## src/rtl/imm_extend_pipe_pkg.sv

```systemverilog
// -----------------------------------------------------------------------------
// imm_ext_defs : shared definitions for the immediate-extension pipeline.
//   - Extension mode encodings (MODE_*) and the mode type.
//   - Default input/output/FIFO sizes.
//   - FIFO occupancy states used by the handshake logic.
// No ports (package).
// -----------------------------------------------------------------------------
package imm_ext_defs;

   typedef logic [1:0] mode_t;

   localparam mode_t MODE_ZERO   = 2'b00;  // {zeros, In}
   localparam mode_t MODE_SIGN   = 2'b01;  // {sign, In}
   localparam mode_t MODE_UPPER  = 2'b10;  // {In, zeros}
   localparam mode_t MODE_BRANCH = 2'b11;  // sign-extended In << 2

   localparam int DEF_IN_W  = 16;
   localparam int DEF_OUT_W = 32;
   localparam int DEF_DEPTH = 2;

   typedef enum logic [1:0] {
      ST_EMPTY   = 2'd0,
      ST_PARTIAL = 2'd1,
      ST_FULL    = 2'd2
   } fifo_state_t;

endpackage

```

## src/rtl/imm_extend_pipe_if.sv

```systemverilog
// -----------------------------------------------------------------------------
// imm_extend_pipe_if : producer/consumer bundle for imm_extend_pipe.
//   In, Mode, In_valid, In_ready      : input-side handshake
//   Out, Out_mode, Out_valid, Out_ready : output-side handshake (FIFO head)
//   Level                             : FIFO occupancy
// Modports: master = environment (drives In side, consumes Out side),
//           slave  = the extension unit.
// -----------------------------------------------------------------------------
interface imm_extend_pipe_if
   import imm_ext_defs::*;
#(
   parameter int IN_W  = DEF_IN_W,
   parameter int OUT_W = DEF_OUT_W,
   parameter int DEPTH = DEF_DEPTH
);
   localparam int LW = $clog2(DEPTH) + 1;

   logic [IN_W-1:0]  In;
   mode_t            Mode;
   logic             In_valid;
   logic             In_ready;
   logic [OUT_W-1:0] Out;
   mode_t            Out_mode;
   logic             Out_valid;
   logic             Out_ready;
   logic [LW-1:0]    Level;

   modport master (
      output In, Mode, In_valid, Out_ready,
      input  In_ready, Out, Out_mode, Out_valid, Level
   );

   modport slave (
      input  In, Mode, In_valid, Out_ready,
      output In_ready, Out, Out_mode, Out_valid, Level
   );

endinterface

```

## src/rtl/imm_extend_pipe_core.sv

```systemverilog
// -----------------------------------------------------------------------------
// imm_ext_core : purely combinational immediate extender.
//   In   [IN_W]  : immediate field
//   Mode [2]     : extension mode (MODE_*)
//   Out  [OUT_W] : extended value
// Requires OUT_W >= IN_W + 2 so the BRANCH shift never drops a bit.
// -----------------------------------------------------------------------------
module imm_ext_core
   import imm_ext_defs::*;
#(
   parameter int IN_W  = DEF_IN_W,
   parameter int OUT_W = DEF_OUT_W
) (
   input  logic [IN_W-1:0]  In,
   input  mode_t            Mode,
   output logic [OUT_W-1:0] Out
);

   localparam int PAD_W = OUT_W - IN_W;

   logic signed [OUT_W-1:0] sext;

   assign sext = {{PAD_W{In[IN_W-1]}}, In};

   always_comb begin
      Out = '0;
      unique case (Mode)
         MODE_ZERO:   Out = {{PAD_W{1'b0}}, In};
         MODE_SIGN:   Out = sext;
         // In lands in the top IN_W bits; the rest of the word is cleared.
         MODE_UPPER:  Out = {In, {PAD_W{1'b0}}};
         // Word offset: the two spare high bits absorb the shift.
         MODE_BRANCH: Out = sext <<< 2;
         default:     Out = '0;
      endcase
   end

endmodule

```

## src/rtl/imm_extend_pipe.sv

```systemverilog
// -----------------------------------------------------------------------------
// imm_extend_pipe : immediate extender feeding a small output FIFO.
//   Clk : clock, rising edge
//   Rst : synchronous active-high reset (flushes the FIFO)
//   bus : imm_extend_pipe_if.slave
//         In/Mode/In_valid -> In_ready       (accept when both high)
//         Out/Out_mode/Out_valid <- Out_ready (pop when both high)
//         Level : FIFO occupancy
// The extended value is written straight into the FIFO tail on accept, so a
// result accepted into an empty FIFO is visible the following cycle.
// -----------------------------------------------------------------------------
module imm_extend_pipe
   import imm_ext_defs::*;
#(
   parameter int IN_W  = DEF_IN_W,
   parameter int OUT_W = DEF_OUT_W,
   parameter int DEPTH = DEF_DEPTH
) (
   input logic             Clk,
   input logic             Rst,
   imm_extend_pipe_if.slave bus
);

   localparam int PW = $clog2(DEPTH);
   localparam int LW = PW + 1;
   localparam int EW = OUT_W + 2;
   localparam logic [LW-1:0] FULL_LVL = LW'(DEPTH);

   if (OUT_W < IN_W + 2) begin : g_bad_width
      $error("imm_extend_pipe: OUT_W must be at least IN_W + 2");
   end
   if (DEPTH < 2 || (DEPTH & (DEPTH - 1)) != 0) begin : g_bad_depth
      $error("imm_extend_pipe: DEPTH must be a power of 2 and at least 2");
   end

   logic [OUT_W-1:0] ext_p0;
   logic [EW-1:0]    mem [DEPTH];
   logic [EW-1:0]    head;
   logic [PW-1:0]    wr_ptr;
   logic [PW-1:0]    rd_ptr;
   logic [LW-1:0]    level;
   fifo_state_t      state;
   logic             push;
   logic             pop;

   imm_ext_core #(
      .IN_W  (IN_W),
      .OUT_W (OUT_W)
   ) u_core (
      .In   (bus.In),
      .Mode (bus.Mode),
      .Out  (ext_p0)
   );

   // Occupancy state is a pure function of level; no separate register.
   always_comb begin
      state = ST_EMPTY;
      if (level == FULL_LVL) begin
         state = ST_FULL;
      end else if (level != '0) begin
         state = ST_PARTIAL;
      end
   end

   // In_ready depends only on Rst and stored occupancy, never on Out_ready.
   assign bus.In_ready  = !Rst && (state != ST_FULL);
   assign bus.Out_valid = (state != ST_EMPTY);
   assign push          = bus.In_valid && bus.In_ready;
   assign pop           = bus.Out_valid && bus.Out_ready;

   // Stage p0 -> FIFO: extended value and its mode stored together.
   always_ff @(posedge Clk) begin
      if (push) begin
         mem[wr_ptr] <= {bus.Mode, ext_p0};
      end
   end

   always_ff @(posedge Clk) begin
      if (Rst) begin
         wr_ptr <= '0;
         rd_ptr <= '0;
         level  <= '0;
      end else begin
         if (push) begin
            wr_ptr <= wr_ptr + PW'(1);
         end
         if (pop) begin
            rd_ptr <= rd_ptr + PW'(1);
         end
         if (push && !pop) begin
            level <= level + LW'(1);
         end else if (pop && !push) begin
            level <= level - LW'(1);
         end
      end
   end

   // Storage is not reset, so an empty FIFO presents zeros rather than stale data.
   assign head         = mem[rd_ptr];
   assign bus.Out      = bus.Out_valid ? head[OUT_W-1:0] : '0;
   assign bus.Out_mode = bus.Out_valid ? head[EW-1:OUT_W] : MODE_ZERO;
   assign bus.Level    = level;

endmodule

```

## src/flat_wrapper.sv

```systemverilog
// flat-port wrapper written by rule: the top's interface ports become plain ports
module imm_extend_pipe_flat import imm_ext_defs::*;
#(
   parameter int IN_W  = DEF_IN_W,
   parameter int OUT_W = DEF_OUT_W,
   parameter int DEPTH = DEF_DEPTH
)
  (Clk, Rst, bus_In, bus_Mode, bus_In_valid, bus_Out_ready, bus_In_ready, bus_Out, bus_Out_mode, bus_Out_valid, bus_Level);
  imm_extend_pipe_if #(.IN_W(IN_W), .OUT_W(OUT_W), .DEPTH(DEPTH)) bus_i ();
  input logic Clk;
  input logic Rst;
  input wire logic [$bits(bus_i.In)-1:0] bus_In;
  input wire logic [$bits(bus_i.Mode)-1:0] bus_Mode;
  input wire logic [$bits(bus_i.In_valid)-1:0] bus_In_valid;
  input wire logic [$bits(bus_i.Out_ready)-1:0] bus_Out_ready;
  output wire logic [$bits(bus_i.In_ready)-1:0] bus_In_ready;
  output wire logic [$bits(bus_i.Out)-1:0] bus_Out;
  output wire logic [$bits(bus_i.Out_mode)-1:0] bus_Out_mode;
  output wire logic [$bits(bus_i.Out_valid)-1:0] bus_Out_valid;
  output wire logic [$bits(bus_i.Level)-1:0] bus_Level;
  assign bus_i.In = bus_In;
  assign bus_i.Mode = bus_Mode;
  assign bus_i.In_valid = bus_In_valid;
  assign bus_i.Out_ready = bus_Out_ready;
  assign bus_In_ready = bus_i.In_ready;
  assign bus_Out = bus_i.Out;
  assign bus_Out_mode = bus_i.Out_mode;
  assign bus_Out_valid = bus_i.Out_valid;
  assign bus_Level = bus_i.Level;
  imm_extend_pipe #(.IN_W(IN_W), .OUT_W(OUT_W), .DEPTH(DEPTH)) u_core (.Clk(Clk), .Rst(Rst), .bus(bus_i));
endmodule
```

## config.mk

```make
export PLATFORM = sky130hd
export DESIGN_NAME = imm_extend_pipe_flat
export DESIGN_NICKNAME = d
export VERILOG_FILES = /design/src/rtl/imm_extend_pipe_pkg.sv /design/src/rtl/imm_extend_pipe_if.sv /design/src/rtl/imm_extend_pipe_core.sv /design/src/rtl/imm_extend_pipe.sv /design/src/flat_wrapper.sv
export SDC_FILE = /design/constraint.sdc
export NUM_CORES = 1
export LEC_CHECK = 0
export CORE_MARGIN = 1
export CORE_UTILIZATION = 55
export DETAILED_ROUTE_END_ITERATION = 8
export GPL_TIMING_DRIVEN = 0
export PLACE_DENSITY_LB_ADDON = 0.08
export RECOVER_POWER = 25
export SETUP_SLACK_MARGIN = 0.02
export SYNTH_ARGS = -nofsm -noshare
export SYNTH_HDL_FRONTEND = slang
export SYNTH_SLANG_ARGS = --single-unit
```

## constraint.sdc

```tcl
create_clock -name Clk -period 9.5 [get_ports Clk]
set_input_delay 1.9 -clock Clk [delete_from_list [all_inputs] [get_ports Clk]]
set_output_delay 1.9 -clock Clk [all_outputs]
set_load 0.05 [all_outputs]
```

==> Word level (Yosys, flattened, before mapping) <==
Memory sizes are Yosys's and may differ from the RTL's. A register that Yosys moved wholly into a read port is not among the register bits.
Cells that the tools add are included.
{ "word_totals": {"n_memories": 1, "latch_bits": 0, "romBits": 0, "out_inout_bits": 38, "ram_bits": 68, "reg_bits": 4} }
{ "memory_table": {"columns": ["memory", "words", "word_bits", "rd", "rd_ports_with_merged_regs", "wr", "line_no", "rtl"], "rows": [
  ["u_core.mem", 2, 34, 1, 1, 1, "imm_extend_pipe.sv:37", "logic [EW-1:0] mem [DEPTH];"]
]} }
{ "op_classes": {"magnitude_cmp": 0, "bitwise_logic": 0, "n_mul": 0, "n_reduce_logical": 12, "eq_ne": 5, "mux": 11, "div": 0, "shifts": 0, "add_sub_neg": 4} }
{ "ops": {"columns": ["op", "count"], "rows": [
  ["one-hot mux 32 bit (4 select lines)", 1],
  ["two-way mux 32 bit", 1],
  ["two-way mux 2 bit", 4],
  ["== test 2 bit (second input constant)", 3],
  ["nonzero test 2 bit", 3],
  ["logical AND 1 bit", 5],
  ["two-way mux 1 bit", 5],
  ["logical NOT 1 bit", 3],
  ["adder 1 bit (second input constant)", 2],
  ["adder 2 x 1 -> 2 bit (second input constant)", 1],
  ["== test 2 x 1 -> 1 bit (second input constant)", 1],
  ["logical NOT 2 bit", 1],
  ["!= test 2 bit (second input constant)", 1],
  ["subtractor 2 x 1 -> 2 bit (second input constant)", 1]
]} }

==> Logic depth before layout (Yosys ltp) <==
Gate-level depths: netlist of run 1.
{ "logic_depth": {"word_depth": 10, "mapped_depth": 6} }

==> Cells and area by module <==
From an unflattened synthesis of run 1, not the netlist that was laid out.
{ "unflattened": {"cells_unflattened": 213, "hier_area_um2": 3153.0} }
{ "modules_own_cells": {"columns": ["mod", "area_per_inst_um2", "n_inst", "seq_area_each_um2", "cells_per_inst"], "rows": [
  ["imm_extend_pipe", 2787.7, 1, 2142.1, 171],
  ["imm_ext_core", 365.4, 1, 0.0, 42]
]} }

==> Worst setup path after synthesis of run 1 <==
Ideal clock, no wire load.
{ "synth_path": {"path_kind": "in2reg", "startpoint": "input Rst", "endpoint": "memory u_core.mem[0][0] (netlist bit) (enable)", "path_buffers": 1, "setup_slack_ns": 3.567, "t_arrival_ns": 5.423, "stages": 2, "required_time_ns": 8.990, "setup_time_ns": 0.510, "cell_sequence": "clkbuf_1 nor4_1"} }
{ "synth_between": {"elab_chain_cells": 5} }
{ "synth_lines": {"columns": ["item", "line_no", "rtl"], "rows": [
  ["start, declared", "flat_wrapper.sv:11", "input logic Rst;"],
  ["logical NOT 1 bit", "imm_extend_pipe.sv:66", "assign bus.In_ready = !Rst && (state != ST_FULL);"],
  ["logical AND 1 bit", "imm_extend_pipe.sv:66", null],
  ["logical AND 1 bit", "imm_extend_pipe.sv:68", "assign push = bus.In_valid && bus.In_ready;"],
  ["two-way mux 1 bit", "imm_extend_pipe.sv:73", "if (push) begin"],
  ["two-way mux 1 bit (implied by the code)", "imm_extend_pipe.sv:74", "mem[wr_ptr] <= {bus.Mode, ext_p0};"],
  ["end, declared", "imm_extend_pipe.sv:37", null]
]} }
Every way passes these cells.

==> Worst setup path after layout of run 1 <==
{ "layout_path": {"startpoint": "input Rst", "endpoint": "output bus_In_ready"} }
{ "layout_between": {"elab_chain_cells": 2} }
{ "layout_lines": {"columns": ["item", "line_no", "rtl"], "rows": [
  ["logical NOT 1 bit", "imm_extend_pipe.sv:66", null],
  ["logical AND 1 bit", "imm_extend_pipe.sv:66", null],
  ["end, declared", "flat_wrapper.sv:16", "output wire logic [$bits(bus_i.In_ready)-1:0] bus_In_ready;"]
]} }
Every way passes these cells.

==> flow_metrics.tcl, run 1 <==
set metrics [dict create \
    status "complete, no violations" \
    drive_gt1_share_pct 9.346 \
    cts.sinks 73 \
    power.internal_mw 0.7520 \
    required_ns 7.60 \
    htreeDepth 3 \
    synth_seq_cells 73 \
    synth_cell_type_count 23 \
    hold_buffers 0 \
    combPwrFrac_pct 49.7 \
    maxUsedRoutingLayer "met4" \
    path_cells "clkbuf_1 -> nor2_1 -> clkdlybuf4s50_1" \
    worst-path-buf-inv 2 \
    cts_tree "built" \
    final_nets 339 \
    netSwitchingFraction_pct 42.61 \
    yosys.area.top_type_share_pct 64.66 \
    worst_slew_pin_slew_ns 0.8335 \
    synth_top_area_cell "edfxtp_1" \
    synth.cell_area_mm2 0.003158 \
    fmax_mhz 203.3 \
    postCtsSetupRepairBufs 0 \
    total_leakage_power_nw 1.524 \
    wl_met3_um 242 \
    coreArea_mm2 0.005507 \
    cp_max_fo 8 \
    first_global_vias 2069 \
    rsz0062_at_grt "false" \
    cts_buffers 9 \
    ctsResizeCount 0 \
    vias 2032 \
    grt_max_degree 35 \
    wl_per_cell_um 15.36 \
    arrival_ns 3.02 \
    rows 27 \
    power_density_mw_per_mm2 321.9 \
    syn_area_per_cell_um2 13.00 \
    setup_viol 0 \
    die_w_um 77.78 \
    drt-pass1-iter-count 4 \
    vias_per_cell 5.170 \
    die_h_um 77.78 \
    diodes 0 \
    design_area_mm2 0.004070 \
    synth_nets 266 \
    vdd_drop_max_mv 0.2680 \
    drt_iter0_drc 119 \
    cts_buffer_depth 2 \
    start_util_pct 57.35 \
    wirelength_um 6038 \
    grt_pass1_wl_um 9784 \
    clkPwrFrac_pct 19.4 \
    grt_overflow 0 \
    cp_top_family "buffers and inverters" \
    netlist_top_cells_area "edfxtp_1, mux2i_1, nor2_1" \
    min_period_ns 4.918 \
    root_buffer "clkbuf_8" \
    hpwl_um 4224 \
    syn_to_final_growth_pct 28.88 \
    power_switching_mw 0.5584 \
    grt_usage_pct 22.29 \
    crit_path_max_incr_delay_ns 0.81 \
    met1_length_um 2683 \
    hold_class "flop to flop" \
    start_kind "input port" \
    insertion_delay_ns 0.33 \
    slew_viol_final 0 \
    hold_violations 0 \
    whs_ns 0.5296 \
    clk_pin_slew_ns 0.07 \
    finalWeightedCongestion 0.7811 \
    ios 60 \
    drc 0 \
    utilization_pct 73.91 \
    ys_seq_area_share_pct 67.83 \
    dr_wl_met2_um 2966 \
    numPortBuffers 58 \
    max-slew-margin-rel_pct 44.43 \
    endpoint_kind "primary output" \
    synth_cells 243 \
    place_area_mm2 0.003866 \
    die_area_mm2 0.006049 \
    clock_skew_ns 0.007383 \
    antenna_found_initial 0 \
    seq_power_share_pct 30.9 \
    period_share_pct 51.77 \
    ys_warn_count 0 \
    slowest_stage "clkdlybuf4s50_1" \
    drv_cap 0 \
    crit_type "input port to primary output" \
    antenna_left 0 \
    fin_tns_setup_ns 0 \
]
worst reg2reg max path, stage by stage, from the launching register on:
cell	delay (ns)
dfxtp_1	0.46
nor2b_2	0.11
nor3_1	0.20
and2_2	0.74
worst paths after layout:
kind | from | to | slack [ns] | cells after the start
setup / recovery | Rst | bus_In_ready | 4.58 | 3
hold / removal | u_core.rd_ptr | flop | 0.53 | 2
setup reg to reg | u_core.bus.Level[0] | u_core.mem[1][27] | 7.60 | 3
hold reg to reg | u_core.rd_ptr | flop | 0.53 | 2
kinds of logic (layout without fill, tap and decap cells):
kind of cell	Yosys count	in the layout	synth area share [%]
mux	35	35	11.09
flops	73	73	67.83
simple gates	67	67	8.954
buf+inv	30	108	4.398
xor+xnor	3	3	0.8322
fa+ha+maj	1	1	0.3961
compound gates	34	34	6.497
synthesized netlist by cell type:
cell	n
nor2_2	1
xor2_1	3
o21ai_0	17
and2_0	1
ha_1	1
nor4_1	1
dfxtp_1	5
mux2i_1	35
clkbuf_1	1
buf_4	4
edfxtp_1	68
nor2_1	41
clkbuf_2	1
nor2b_1	3
buf_2	8
a21o_1	14
or3_1	2
nor3_1	1
and2_1	2
nand2_1	14
nor2b_2	1
inv_1	16
a21oi_1	3
routing by layer:
layer | vias to the layer above | GRT usage (%)
met5 | - | 0
met4 | 0 | 12.83
met3 | 12 | 4.118
met2 | 73 | 37.08
met1 | 950 | 27.27
li1 | 997 | -
state kept, by name, indices dropped and copies added (netlist names), named ones only:
| register | cells |
|---|---|
| u_core.mem | 68 |
| u_core.bus.Level | 2 |
| u_core.rd_ptr | 1 |
| u_core.wr_ptr | 1 |
area by class of cell:
type                       instances  area [µm²]
clock inverter                     6       81.33
timing repair buffer              62       610.6
clock buffer                      10       127.6
buffer                            14       73.82
multi-input combinational        140       884.6
inverter                          16       60.06
fill                             377        1436
tap                               72       90.09
sequential                        73        2142
stage by stage:
| stage | total power, mW | setup slack [ns] | cells |
|---|---|---|---|
| 6_report | 1.310 | 4.582 | 393 |
| 5_1_grt | 1.365 | 4.524 | 393 |
| 3_3_place_gp | 1.060 | 1.672 | 373 |
| 2_1_floorplan | 0.8620 | 3.567 | 243 |
| 4_1_cts | 1.318 | 4.574 | 393 |
| 3_5_place_dp | 1.066 | 4.579 | 377 |
power groups by stage:
stage | Clock, mW | Combinational [mW] | Sequential [mW]
floorplan | 0 | 0.437 | 0.425
global placement | 0 | 0.647 | 0.413
detailed placement | 0 | 0.654 | 0.412
CTS | 0.257 | 0.656 | 0.405
global route | 0.272 | 0.685 | 0.408
finish | 0.254 | 0.652 | 0.405
placed cells by master (no fill, tap or decap), drive strengths merged:
cell type / netlist / layout
nor2b: 4 / 4
o21ai: 17 / 17
a21oi: 3 / 3
clkdlybuf4s50: 0 / 54
nor4: 1 / 1
or3: 2 / 2
bufinv: 0 / 2
mux2i: 35 / 35
dlygate4sd3: 0 / 4
edfxtp: 68 / 68
a21o: 14 / 14
nand2: 14 / 14
and2: 3 / 3
dfxtp: 5 / 5
inv: 16 / 17
nor2: 42 / 42
buf: 12 / 13
xor2: 3 / 3
ha: 1 / 1
clkbuf: 2 / 15
nor3: 1 / 1
clkinv: 0 / 3
Power figures use the tool's default switching activity.
==> inputs of run 2 (changes only) <==
CORE_UTILIZATION = 52   (was 55)
clock period = 4.8 ns   (was 9.5 ns; I/O delays follow)
==> run 2 against run 1 <==
Against the previous run:
- combinational power increased by 98%
- clock-buffer cell count increased by 3
- final cell count increased by 0.25%
- non-clock buffer count decreased by 2
- register-to-register slack got worse by 4.8 ns
- largest cell class unchanged
- worst setup slack got worse by 2.9 ns
- sequential cell count unchanged
- hold slack got worse by 0.011 ns
- global-route usage decreased by 2.2 points
- routed wire length decreased by 3.1%
- final area about the same
- clock power increased by 84%
==> flow_metrics.tcl, run 2 (synthesis results as in run 1) <==
set metrics [dict create \
    status "complete, no violations" \
    timing.rr.start "u_core.bus.Level[0]" \
    final_nets 337 \
    dp.cells 378 \
    start_kind "flop" \
    ios 60 \
    cp_top_family "buffers and inverters" \
    drt_iter0_drc 149 \
    first_global_vias 1864 \
    crit_type "flop to primary output" \
    largest_reg_flops 68 \
    crit_path_max_incr_delay_ns 0.70 \
    max-slew-margin-rel_pct 44.03 \
    drive_gt1_share_pct 9.091 \
    top_register "u_core.mem" \
    p_total_mw 2.560 \
    clk_pin_slew_ns 0.07 \
    diodes 0 \
    hold_buffers 0 \
    wl_per_cell_um 14.84 \
    arrival_ns 2.20 \
    place_area_mm2 0.003875 \
    final_common_cell "edfxtp_1" \
    grt_max_degree 35 \
    period_share_pct 65.92 \
    coreArea_mm2 0.005886 \
    drc 0 \
    grt_usage_pct 20.09 \
    hold_class "flop to flop" \
    r2r-end "u_core.mem[1][6]" \
    hold_path_startpoint "u_core.rd_ptr" \
    htreeDepth 3 \
    numPortBuffers 58 \
    cts_buffer_depth 2 \
    required_ns 3.84 \
    root_buffer "clkbuf_8" \
    vias 2042 \
    min_to "u_core.rd_ptr" \
    grt_pass1_wl_um 9073 \
    design_area_mm2 0.004069 \
    endpoint_kind "primary output" \
    hpwl_um 4078 \
    vias_per_cell 5.183 \
    min_period_ns 3.164 \
    slew_viol_final 0 \
    clkPwrFrac_pct 18.3 \
    netSwitchingFraction_pct 42.75 \
    die_h_um 79.93 \
    power_switching_mw 1.094 \
    ctsResizeCount 0 \
    cts_tree "built" \
    fin_tns_setup_ns 0 \
    rows 28 \
    path_cells "nor2_2 -> buf_2 -> nor2_1 -> clkdlybuf4s50_1" \
    insertion_delay_ns 0.34 \
    combPwrFrac_pct 50.4 \
    postCtsSetupRepairBufs 0 \
    nFillCells 434 \
    cts_buffers 9 \
    hold_violations 0 \
    rsz0062_at_grt "false" \
    cp_max_fo 10 \
    grt_overflow 0 \
    utilization_pct 69.13 \
    finalWeightedCongestion 0.7224 \
    power_density_mw_per_mm2 629.2 \
    drt-pass1-iter-count 5 \
    worst_slew_pin_slew_ns 0.8395 \
    worstRegToRegCells 3 \
    total_leakage_power_nw 1.516 \
    wirelength_um 5848 \
    slowest_stage "clkdlybuf4s50_1" \
    cts.sinks 73 \
    power.internal_mw 1.466 \
    fmax_mhz 316.1 \
    clock_skew_ns 0.004009 \
    worst-path-buf-inv 2 \
    vdd_drop_max_mv 0.3878 \
    drv_cap 0 \
    seq_power_share_pct 31.3 \
    r2r_slack_ns 2.85 \
    fin_cells 394 \
    antenna_left 0 \
    hold_depth 2 \
    final_cell_mix "edfxtp_1, clkdlybuf4s50_1, nor2_1, mux2i_1, o21ai_0" \
    die_w_um 79.93 \
    syn_to_final_growth_pct 28.84 \
    setup_viol 0 \
    die_area_mm2 0.006389 \
    antenna_found_initial 0 \
    start_util_pct 53.66 \
]
-- run 2: changes by cell type in the layout (fill, tap and decap cells not counted), sizes merged --
cell,change
bufinv,-1
inv,-1
buf,-2
clkinv,-1
clkbuf,+3
-- run 2: worst register-to-register path, delay by kind of cell (launching register included) --
family | cells | cell delay, ns
flops | 1 | 0.48
simple gates | 3 | 1.10
-- run 2: power groups by stage --
stage | clock network, mW | registers, mW | logic, mW
after CTS | 0.479 | 0.802 | 1.31
after global placement | 0 | 0.816 | 1.28
final | 0.468 | 0.801 | 1.29
after detailed placement | 0 | 0.815 | 1.30
after floorplan | 0 | 0.839 | 0.867
after global routing | 0.497 | 0.809 | 1.35
-- run 2: final cells by class --
type                            instances  area [µm²]  share of cell area [%]
Buffer                                 14       73.82                   1.814
Clock buffer                           13       158.9                   3.905
Clock inverter                          3       40.04                  0.9840
Inverter                               16       60.06                   1.476
Multi-Input combinational cell        140       893.4                   21.96
Sequential cell                        73        2142                   52.64
Tap cell                               75       93.84                   2.306
Timing Repair Buffer                   60       606.8                   14.91
-- run 2: metal layers --
layer	routed length [µm]	share of wire [%]	GRT usage [%]
met1	2438	42	25.65
met2	2906	50	32.48
met3	410	7.0	4.800
met4	92	1.6	9.107
met5	0	0	0
-- run 2: metrics by stage --
step	setup slack (ns)	hold slack [ns]
finish	1.636	0.5182
global route	1.532	0.5491
CTS	1.578	0.5150
detailed placement	1.725	0.4995
global placement	-0.05024	0.4878
floorplan	1.233	0.4725
-- run 2: worst max-delay path by stage --
| stage | endpoint | slack [ns] | startpoint | depth (start not counted) |
|---|---|---|---|---|
| 4_1_cts | bus_Out[25] | 1.58 | u_core.bus.Level[0] | 4 |
| 2_1_floorplan | u_core.mem[0][0] | 1.23 | Rst | 2 |
| 3_5_place_dp | bus_In_ready | 1.73 | Rst | 3 |
| 3_3_place_gp | u_core.mem[0][18] | -0.05 | bus_In_valid | 3 |
| 5_1_grt | bus_Out[17] | 1.53 | u_core.bus.Level[0] | 4 |
| 6_report | bus_Out[25] | 1.64 | u_core.bus.Level[0] | 4 |
==> inputs of run 3 (changes only) <==
CORE_UTILIZATION = 47   (was 52)
clock period = 2.9 ns   (was 4.8 ns; I/O delays follow)
==> run 3 against run 2 <==
Against the previous run:
- the flow now finishes with violations (design-rule violations)
- power is 65% higher
- clock-buffer cell count is 3 lower
- clock power is 55% higher
- hold slack better by 0.0089 ns
- worst setup slack worse by 1.5 ns
- sequential share of layout area hardly changed
- final area hardly changed
- critical path type unchanged
- critical endpoint is now bus_Out[27]
==> flow_metrics.tcl, run 3 (synthesis results as in run 1) <==
set metrics [dict create \
    ios 60 \
    cts_buffers 9 \
    multi_input_area_um2 898.4 \
    vias_per_cell 5.053 \
    fmax_mhz 365.8 \
    period_share_pct 94.28 \
    vdd_drop_max_mv 0.7101 \
    grt_overflow 0 \
    power_density_mw_per_mm2 1037 \
    hpwl_um 4405 \
    antenna_found_initial 0 \
    cp_top_family "buffers and inverters" \
    insertion_delay_ns 0.34 \
    fin_cells 395 \
    seq_power_share_pct 31.5 \
    largest_reg_flops 68 \
    rows 29 \
    status "complete, but fails checks" \
    worst_slew_pin_slew_ns 0.8507 \
    regArea_mm2 0.002142 \
    diodes 0 \
    required_ns 2.32 \
    final_common_cell "edfxtp_1" \
    drt-pass1-iter-count 6 \
    syn_to_final_growth_pct 28.76 \
    worst-path-buf-inv 3 \
    power.internal_mw 2.379 \
    antenna_left 0 \
    nFillCells 535 \
    hold_class "flop to flop" \
    max-slew-margin-rel_pct 43.29 \
    die_area_mm2 0.007051 \
    violations "design-rule violations" \
    hold_violations 0 \
    cts_tree "built" \
    hold_buffers 0 \
    slowest_stage "clkdlybuf4s50_1" \
    clkPwrFrac_pct 17.2 \
    finalWeightedCongestion 0.7530 \
    htreeDepth 3 \
    path_cells "buf_2 -> buf_4 -> mux2i_1 -> nor2_1 -> clkdlybuf4s50_1" \
    arrival_ns 2.15 \
    wirelength_um 6304 \
    postCtsSetupRepairBufs 0 \
    slew_viol_final 0 \
    die_h_um 83.97 \
    start_kind "flop" \
    drive_gt1_share_pct 8.491 \
    cts_buffer_depth 2 \
    cts.sinks 73 \
    utilization_pct 63.32 \
    total_leakage_power_nw 1.511 \
    coreArea_mm2 0.006422 \
    fin_ws_ns 0.1660 \
    combPwrFrac_pct 51.2 \
    whs_ns 0.5271 \
    final_cell_mix "edfxtp_1, clkdlybuf4s50_1, nor2_1, mux2i_1, o21ai_0" \
    design_area_mm2 0.004066 \
    clock_skew_ns 0.009503 \
    crit_path_max_incr_delay_ns 0.70 \
    drt_iter0_drc 139 \
    first_global_vias 2009 \
    grt_usage_pct 19.83 \
    clk_pin_slew_ns 0.07 \
    place_ws_ns 0.3438 \
    grt_pass1_wl_um 10370 \
    crit_type "flop to primary output" \
    numPortBuffers 58 \
    place_area_mm2 0.003894 \
    die_w_um 83.97 \
    drc 2 \
    rsz0062_at_grt "false" \
    grt_max_degree 35 \
    wl_per_cell_um 15.96 \
    drv_cap 0 \
    top_register "u_core.mem" \
    setup_viol 0 \
    start_util_pct 49.17 \
    final_nets 337 \
    root_buffer "clkbuf_8" \
    power_switching_mw 1.837 \
    netSwitchingFraction_pct 43.57 \
    ctsResizeCount 0 \
    cp_max_fo 10 \
    endpoint_kind "primary output" \
    dp.cells 380 \
    vias 1996 \
    min_period_ns 2.734 \
]
## run 3: stage by stage
stage / power [mW] / TNS, ns
after floorplan: 2.826 / 0
after global placement: 3.478 / -19.48
after detailed placement: 3.522 / 0
after CTS: 4.250 / 0
after global routing: 4.416 / 0
final: 4.215 / 0
## run 3: cell type report
class                           count  area share, %
Sequential cell                    73          52.68
Clock inverter                      5          1.169
Buffer                             14          1.754
Tap cell                           77          2.369
Timing Repair Buffer               60          15.32
Clock buffer                       10          3.138
Inverter                           16          1.477
Multi-Input combinational cell    140          22.09
## run 3: power by group through the flow
stage                     Sequential, mW  Combinational (mW)  Clock [mW]
after floorplan                     1.39                1.44           0
after global placement              1.35                2.13           0
after detailed placement            1.35                2.17           0
after CTS                           1.32                2.18       0.743
after global routing                1.34                2.29       0.789
final                               1.33                2.16       0.727
## run 3: path summary, 6_finish.rpt
kind / from / depth (start not counted) / slack, ns / to
max reg2reg: u_core.bus.Level[0] / 3 / 0.89 / u_core.mem[1][29]
min reg2reg: u_core.rd_ptr / 2 / 0.53 / flop
max: flop / 5 / 0.17 / bus_Out[27]
min: u_core.rd_ptr / 2 / 0.53 / flop
## run 3: tightest hold or removal path, delay by kind of cell, from the launching register on
kind | cells | cell delay (ns)
DFF | 1 | 0.32
xor gates and xnor gates | 1 | 0.09
and+or+nand+nor | 1 | 0.08
## run 3: metal layers
layer / track usage [%] / vias up / wire length [µm]
met4: 7.994 / 0 / 27
li1: - / 994 / -
met1: 26.17 / 941 / 2841
met5: 0 / - / 0
met3: 4.055 / 2 / 323
met2: 32.19 / 59 / 3112
